File: src/rtl/ram_arb_pkg.sv
// rtl/ram_arb_pkg.sv - shared types and constants for the RAM port arbiter
//
// Purpose: arbiter state encoding, master identifiers and default widths.
// Ports:   none (package).
package ram_arb_pkg;

  typedef enum logic [1:0] {
    IDLE  = 2'd0,
    GNT_I = 2'd1,
    GNT_D = 2'd2
  } arb_state_t;

  localparam logic MST_I = 1'b0;
  localparam logic MST_D = 1'b1;

  localparam int DEF_ADDR_W  = 16;
  localparam int DEF_DATA_W  = 32;
  localparam int DEF_TIMEOUT = 15;

endpackage

File: src/rtl/ram_arb_watchdog.sv
// rtl/ram_arb_watchdog.sv - saturating per-grant watchdog counter
//
// Purpose: counts grant cycles without an acknowledge and flags expiry.
// Ports:
//   clk, rst_n  clock and asynchronous active-low reset
//   clr         restart the count from zero (takes priority over en)
//   en          count this cycle
//   expired     count has reached TIMEOUT; constant 0 when TIMEOUT is 0
module ram_arb_watchdog #(
  parameter int TIMEOUT = 15
) (
  input  logic clk,
  input  logic rst_n,
  input  logic clr,
  input  logic en,
  output logic expired
);

  generate
    if (TIMEOUT == 0) begin : g_off
      logic unused_inputs;
      assign unused_inputs = ^{clk, rst_n, clr, en};
      assign expired       = 1'b0;
    end else begin : g_on
      localparam int            CW    = $clog2(TIMEOUT + 1);
      localparam logic [CW-1:0] LIMIT = CW'(TIMEOUT);

      logic [CW-1:0] cnt_q, cnt_d;

      always_comb begin
        cnt_d = cnt_q;
        if (clr) begin
          cnt_d = '0;
        end else if (en && (cnt_q != LIMIT)) begin
          cnt_d = cnt_q + 1'b1;
        end
      end

      always_ff @(posedge clk or negedge rst_n) begin
        if (!rst_n) begin
          cnt_q <= '0;
        end else begin
          cnt_q <= cnt_d;
        end
      end

      assign expired = (cnt_q == LIMIT);
    end
  endgenerate

endmodule

File: src/rtl/ram_port_arbiter.sv
// rtl/ram_port_arbiter.sv - round-robin arbiter sharing one RAM port between I and D masters
//
// Purpose: grants the RAM port to the instruction or data master, holds the
//          grant until the RAM acks or the watchdog expires, alternates under
//          contention.
// Ports:
//   sys_clk, sys_rst_n            clock, asynchronous active-low reset
//   i_* / d_*                     core-side stb/we/addr/data requests, ack/err/data responses
//   ram_stb_o/we_o/addr_o/data_o  RAM request (all zero while idle)
//   ram_ack_i, ram_data_i         RAM response, passed straight through to the granted master
module ram_port_arbiter
  import ram_arb_pkg::*;
#(
  parameter int ADDR_W  = DEF_ADDR_W,
  parameter int DATA_W  = DEF_DATA_W,
  parameter int TIMEOUT = DEF_TIMEOUT
) (
  input  logic              sys_clk,
  input  logic              sys_rst_n,
  input  logic              i_stb_i,
  input  logic              i_we_i,
  input  logic [ADDR_W-1:0] i_addr_i,
  input  logic [DATA_W-1:0] i_data_i,
  output logic              i_ack_o,
  output logic              i_err_o,
  output logic [DATA_W-1:0] i_data_o,
  input  logic              d_stb_i,
  input  logic              d_we_i,
  input  logic [ADDR_W-1:0] d_addr_i,
  input  logic [DATA_W-1:0] d_data_i,
  output logic              d_ack_o,
  output logic              d_err_o,
  output logic [DATA_W-1:0] d_data_o,
  output logic              ram_stb_o,
  output logic              ram_we_o,
  output logic [ADDR_W-1:0] ram_addr_o,
  output logic [DATA_W-1:0] ram_data_o,
  input  logic              ram_ack_i,
  input  logic [DATA_W-1:0] ram_data_i
);

  arb_state_t state_q, state_d;
  logic       last_q, last_d;
  logic       wd_expired;

  // Any state change restarts the watchdog, so each grant starts from zero
  // even on back-to-back grants.
  ram_arb_watchdog #(
    .TIMEOUT (TIMEOUT)
  ) u_watchdog (
    .clk     (sys_clk),
    .rst_n   (sys_rst_n),
    .clr     (state_d != state_q),
    .en      ((state_q != IDLE) && !ram_ack_i),
    .expired (wd_expired)
  );

  always_ff @(posedge sys_clk or negedge sys_rst_n) begin
    if (!sys_rst_n) begin
      state_q <= IDLE;
      last_q  <= MST_I;
    end else begin
      state_q <= state_d;
      last_q  <= last_d;
    end
  end

  always_comb begin
    state_d = state_q;
    last_d  = last_q;
    case (state_q)
      IDLE: begin
        if (i_stb_i && d_stb_i) begin
          state_d = (last_q == MST_I) ? GNT_D : GNT_I;
        end else if (i_stb_i) begin
          state_d = GNT_I;
        end else if (d_stb_i) begin
          state_d = GNT_D;
        end
      end
      GNT_I: begin
        if (ram_ack_i || wd_expired) begin
          last_d  = MST_I;
          state_d = d_stb_i ? GNT_D : IDLE;
        end
      end
      GNT_D: begin
        if (ram_ack_i || wd_expired) begin
          last_d  = MST_D;
          state_d = i_stb_i ? GNT_I : IDLE;
        end
      end
      default: state_d = IDLE;
    endcase
  end

  // Ack wins over a simultaneous expiry, hence err is masked by ram_ack_i.
  always_comb begin
    ram_stb_o  = 1'b0;
    ram_we_o   = 1'b0;
    ram_addr_o = '0;
    ram_data_o = '0;
    i_ack_o    = 1'b0;
    i_err_o    = 1'b0;
    i_data_o   = '0;
    d_ack_o    = 1'b0;
    d_err_o    = 1'b0;
    d_data_o   = '0;
    case (state_q)
      GNT_I: begin
        ram_stb_o  = 1'b1;
        ram_we_o   = i_we_i;
        ram_addr_o = i_addr_i;
        ram_data_o = i_data_i;
        i_ack_o    = ram_ack_i;
        i_err_o    = wd_expired && !ram_ack_i;
        i_data_o   = ram_data_i;
      end
      GNT_D: begin
        ram_stb_o  = 1'b1;
        ram_we_o   = d_we_i;
        ram_addr_o = d_addr_i;
        ram_data_o = d_data_i;
        d_ack_o    = ram_ack_i;
        d_err_o    = wd_expired && !ram_ack_i;
        d_data_o   = ram_data_i;
      end
      default: ;
    endcase
  end

endmodule

File: config.mk
export PLATFORM = sky130hd
export DESIGN_NAME = ram_port_arbiter
export DESIGN_NICKNAME = d
export VERILOG_FILES = /design/src/rtl/ram_arb_pkg.sv /design/src/rtl/ram_arb_watchdog.sv /design/src/rtl/ram_port_arbiter.sv
export SDC_FILE = /design/constraint.sdc
export NUM_CORES = 1
export LEC_CHECK = 0
export BUFFER_PORTS_ARGS = -buffer_cell sky130_fd_sc_hd__buf_4
export CORE_AREA = 2 2 99 101
export CTS_CLUSTER_DIAMETER = 80
export CTS_CLUSTER_SIZE = 25
export DETAILED_ROUTE_END_ITERATION = 10
export DIE_AREA = 0 0 101 103
export GPL_TIMING_DRIVEN = 0
export PLACE_DENSITY = 0.64
export SYNTH_ARGS = -nofsm -noshare
export SYNTH_HDL_FRONTEND = slang
export SYNTH_HIERARCHICAL = 1
export SYNTH_SLANG_ARGS = --single-unit
export TNS_END_PERCENT = 50
File: constraint.sdc
create_clock -name sys_clk -period 2.4 [get_ports sys_clk]
set_input_delay 0.48 -clock sys_clk [delete_from_list [all_inputs] [get_ports sys_clk]]
set_output_delay 0.48 -clock sys_clk [all_outputs]
set_load 0.01 [all_outputs]
======== After elaboration in Yosys (flattened, before gate mapping) ========
Index checks and enable logic that the tools add are counted.
operators by class
  add/subtract/negate cells ............... 1
  equal/unequal tests ..................... 7
  muxes and demuxes ....................... 24
  reductions and logical operators ........ 12
operators with widths
  kind                                                              count
  32-bit 2-to-1 mux                                                 2
  32-bit case mux with 2 select lines                               1
  16-bit case mux with 2 select lines                               1
  2-bit 2-to-1 mux                                                  7
  1-bit 2-to-1 mux                                                  8
  4-bit 2-to-1 mux                                                  2
  2-bit case mux with 3 select lines                                1
  2-bit nonzero test                                                3
  4-bit by 1-bit adder with 4-bit output (second input constant)    1
  4-bit == test (second input constant)                             1
  1-bit logical AND                                                 4
  2-bit != test (second input constant)                             2
  4-bit != test (second input constant)                             1
  1-bit case mux with 2 select lines                                2
  3-bit AND reduction                                               1
  2-bit by 1-bit == test with 1-bit output (second input constant)  1
  2-bit == test (second input constant)                             1
  2-bit zero test                                                   1
  2-bit != test                                                     1
  2-bit OR reduction                                                1
  1-bit zero test                                                   1
  1-bit logical OR                                                  1
word-level totals
  register bits ........................... 7
  input bits .............................. 135
  output and inout port bits .............. 118
  word-level logic and storage cells ...... 47

======== Longest topological paths before layout ========
  word-level depth ........................ 6
  mapped depth ............................ 10
  mapped depth without buffers ............ 9

======== Modules after synthesis ========
The synthesis kept the hierarchy.
by module, submodules not included
  module            instances  cells an instance  area an instance (um2)  sequential area each (um2)
  ram_port_arbiter  1          221                1521.5                  75.1
  ram_arb_watchdog  1          20                 229.0                   100.1

======== Least setup slack after synthesis ========
No wires, ideal clock.
  path kind ............................... flip-flop to output port
  start ................................... register state_q[0]
  end ..................................... output port ram_addr_o[0]
  arrival ................................. 1.518 ns
  data required time ...................... 1.920 ns
  slack ................................... 0.402 ns
  stages on the path, launching flop included .. 6
  cells stage by stage .................... dfrtp_1 -> inv_1 -> ha_1 -> clkbuf_1 -> clkbuf_1 -> nor2b_1
between the ends
  longest elaborated chain between the ends .. 2
ends and longest elaborated chain
  item                                                                       RTL line                 text
  from (decl)                                                                ram_port_arbiter.sv:42   arb_state_t state_q, state_d;
  from (signal assigned)                                                     ram_port_arbiter.sv:63   state_q <= state_d;
  2-bit == test or 2-bit by 1-bit == test with 1-bit output (tied branches)  ram_port_arbiter.sv:109  case (state_q)
  16-bit case mux with 2 select lines *                                      ram_port_arbiter.sv:109
  to (decl)                                                                  ram_port_arbiter.sv:36   output logic [ADDR_W-1:0] ram_addr_o,
Mark *: on every way between the ends. The rest lies on a longest branch, timed or not.

======== Worst setup path in the final report ========
Same ends and word-level chain as after synthesis.

==> flow_summary.yaml <==
outcome:
  status: "completed"
cts:
  cts_tree: "done"
  clockRootBuffer: "clkbuf_8"
  clock_latency_ns: 0.23
  htreeDepth: 1
  clock_sinks: 7
  cts_buffers: 3
  clock_path_buffers: 2
  clk_pin_slew_ns: 0.04
logic_synthesis:
  synth_seq_cells: 7
  ys_types: 32
  yosys_warnings: 6
  synth_cells: 241
  ys_async_sr_fraction: 1.00
  synth_area_um2: 1750
  ys_seq_area_frac: 0.100
  ys.flop_type: "dfrtp_1"
  synth_edf_count: 0
  synth_fp_nets: 381
  ys_top_cells_by_area: "and2_1, a22oi_1, nor2b_1"
  synth_top_cell_area_share: 0.236
  synth_top_area_cell: "and2_1"
  syn_avg_cell_area_um2: 7.26
worst_setup_path:
  critPathCapture: "ram_addr_o[0]"
  cp_slowest_stage_delay_ns: 0.44
  crit_path_start: "state_q[0]$_DFF_PN0_"
  cp-start-kind: "flop"
  ff2ff_path_depth: 8
  critPathKind: "flop to primary output"
  r2r_end: "u_watchdog/g_on.cnt_q[0]$_DFFE_PN0P_"
  crit_arrival_ns: 1.82
  r2r-start: "u_watchdog/g_on.cnt_q[0]$_DFFE_PN0P_"
  path_cells: "ha_1 -> buf_4 -> buf_6 -> buf_4 -> a22oi_1 -> nor2b_1 -> buf_4"
  crit_path_end_kind: "primary output"
  cpMostUsedCell: "buf_4"
  cp_max_fo: 10
  cp_slowest_cell: "dfrtp_2"
  worstPathRequired_ns: 1.92
  reg2reg_slack_ns: 0.38
sta:
  tightestPinTransition_ns: 0.384
  drv_slew: 0
  rsz0062_at_grt: "true"
  max_freq_ghz: 0.434
  layout_min_cycle_time_ns: 2.30
  setup_viol: 0
  fin_ws_ns: 0.0983
  finalClockSkew_ns: 0.00552
  relSlewSlack: 0.744
  hold_viol_final: 0
  finalCritPeriodShare: 0.959
route:
  drtIter0Drc: 56
  vias_per_cell: 4.43
  drc_errors: 0
  ant_nets: 0
  drt-wirelength-per-cell_um: 15.3
  routed_wl_um: 9370
  first_pass_iters: 4
  vias: 2714
hold_path:
  hold_path.class: "input port to async pin"
cells_and_area:
  regArea_um2: 178
  fill_cells: 969
  drive_above_1_share: 0.586
  multiInputGateArea_um2: 1470
  antenna_cells: 0
  final_nets: 639
  fin_area_um2: 3900
  area_growth_pct: 123
die:
  start_util: 0.185
  row_count: 36
  coreArea_um2: 9460
  die_w_um: 101
  die_h_um: 103
  fp.dieArea_um2: 10400
  io_pins: 253
job:
  drv_cap: 0
placed_design:
  io_buffers: 251
  gp_congestion: 0.843
  post_dp_cell_area_um2: 3780
  dp_hpwl_um: 7810
  place_ws_ns: -0.0566
global_route:
  grt.total_usage: 0.158
  grt_overflow: 0
  grt_pass1_wl_um: 13100
  grt_pass1_vias: 2597
  grt_max_degree: 11
  antenna_found_initial: 0
power_and_ir_drop:
  leakage_nw: 1.98
  ir_worst_vdd_v: 0.000401
  p_per_area_nw_per_um2: 887
## through the flow
step / util / TNS, ns / power, mW / hold WS (ns) / std cells
floorplan: - / 0 / 1.81 / 0.184 / 241
global placement: 0.399 / -0.385 / 3.16 / 0.298 / 606
detailed placement: 0.399 / -0.185 / 3.19 / 0.300 / 606
finish: 0.413 / 0 / 3.46 / 0.0531 / 612
global route: 0.413 / -0.111 / 3.76 / 0.0533 / 612
CTS: 0.407 / 0 / 3.42 / 0.0544 / 610
## synth_stat cells (3+ instances only)
cell type / number
and2_1: 66
o21ai_0: 3
dfrtp_1: 7
a22oi_1: 49
inv_1: 3
nor2b_1: 52
buf_2: 6
clkbuf_1: 16
nand2_1: 3
ha_1: 5
o211ai_1: 4
## worst min-delay path by stage
stage	end
floorplan	last_q$_DFFE_PN0P_
global placement	last_q$_DFFE_PN0P_
detailed placement	u_watchdog/g_on.cnt_q[2]$_DFFE_PN0P_
CTS	last_q$_DFFE_PN0P_
global route	u_watchdog/g_on.cnt_q[2]$_DFFE_PN0P_
finish	u_watchdog/g_on.cnt_q[2]$_DFFE_PN0P_
## cell usage in the layout, fill, tap and decap left out, drive strengths merged
cell,n
buf,260
and2,66
nor2b,53
a22oi,49
clkbuf,22
dfrtp,7
ha,5
o211ai,4
o21ai,4
inv,3
nand2,3
nor2,3
xnor2,2
and3b,2
a21oi,2
nand2b,2
a31oi,2
o221ai,1
o21ba,1
and3,1
nand4,1
or2,1
and4b,1
nor3,1
mux2i,1
mux2,1
## worst max-delay path, delay by kind of cell (launching register included)
| family | cells | cell delay, ns |
|---|---|---|
| fa+ha+maj | 1 | 0.20 |
| compound gates | 1 | 0.24 |
| flops | 1 | 0.44 |
| simple gates | 1 | 0.09 |
| buf+inv | 4 | 0.63 |
## final cells by class
| class | count | area share |
|---|---|---|
| Multi-Input combinational cell | 206 | 0.377 |
| Tap cell | 114 | 0.0366 |
| Clock buffer | 4 | 0.0115 |
| Inverter | 3 | 0.00289 |
| Timing Repair Buffer | 253 | 0.487 |
| Buffer | 25 | 0.0398 |
| Sequential cell | 7 | 0.0455 |
## metal layers
metal	GRT usage	part of all wire	vias to the layer above
met4	0.0249	0.0094	0
met3	0.0244	0.057	8
met2	0.295	0.54	110
met5	0	0	-
li1	-	-	1349
met1	0.194	0.39	1247
## sequential cells by signal, indices dropped and copies added, names as in the netlist
signal,cells
u_watchdog/g_on.cnt_q,4
last_q,1
state_q,2
## power by group
group / switching (mW) / internal [mW] / leakage (nW)
clock: 0.0535 / 0.115 / 0.0228
combinational: 1.50 / 1.60 / 1.87
sequential: 0.0356 / 0.151 / 0.0897
## timing repair
action | in CTS | in global routing
hold buffers | 0 | 0
setup buffers | 0 | 2
setup endpoints to repair | 74 | 87
pin swaps | 0 | 0
resized for setup | 13 | 21
cloned | 0 | 0
hold endpoints to repair | 0 | 0
## cells by family after synthesis
kind of cell,Yosys count,share of synthesized area
compound gates,63,0.278
buf+inv,28,0.0751
xor+xnor,2,0.0100
simple gates,134,0.487
fa+ha+maj,5,0.0357
mux,2,0.0143
flops,7,0.100
Power figures use the tool's default switching activity.
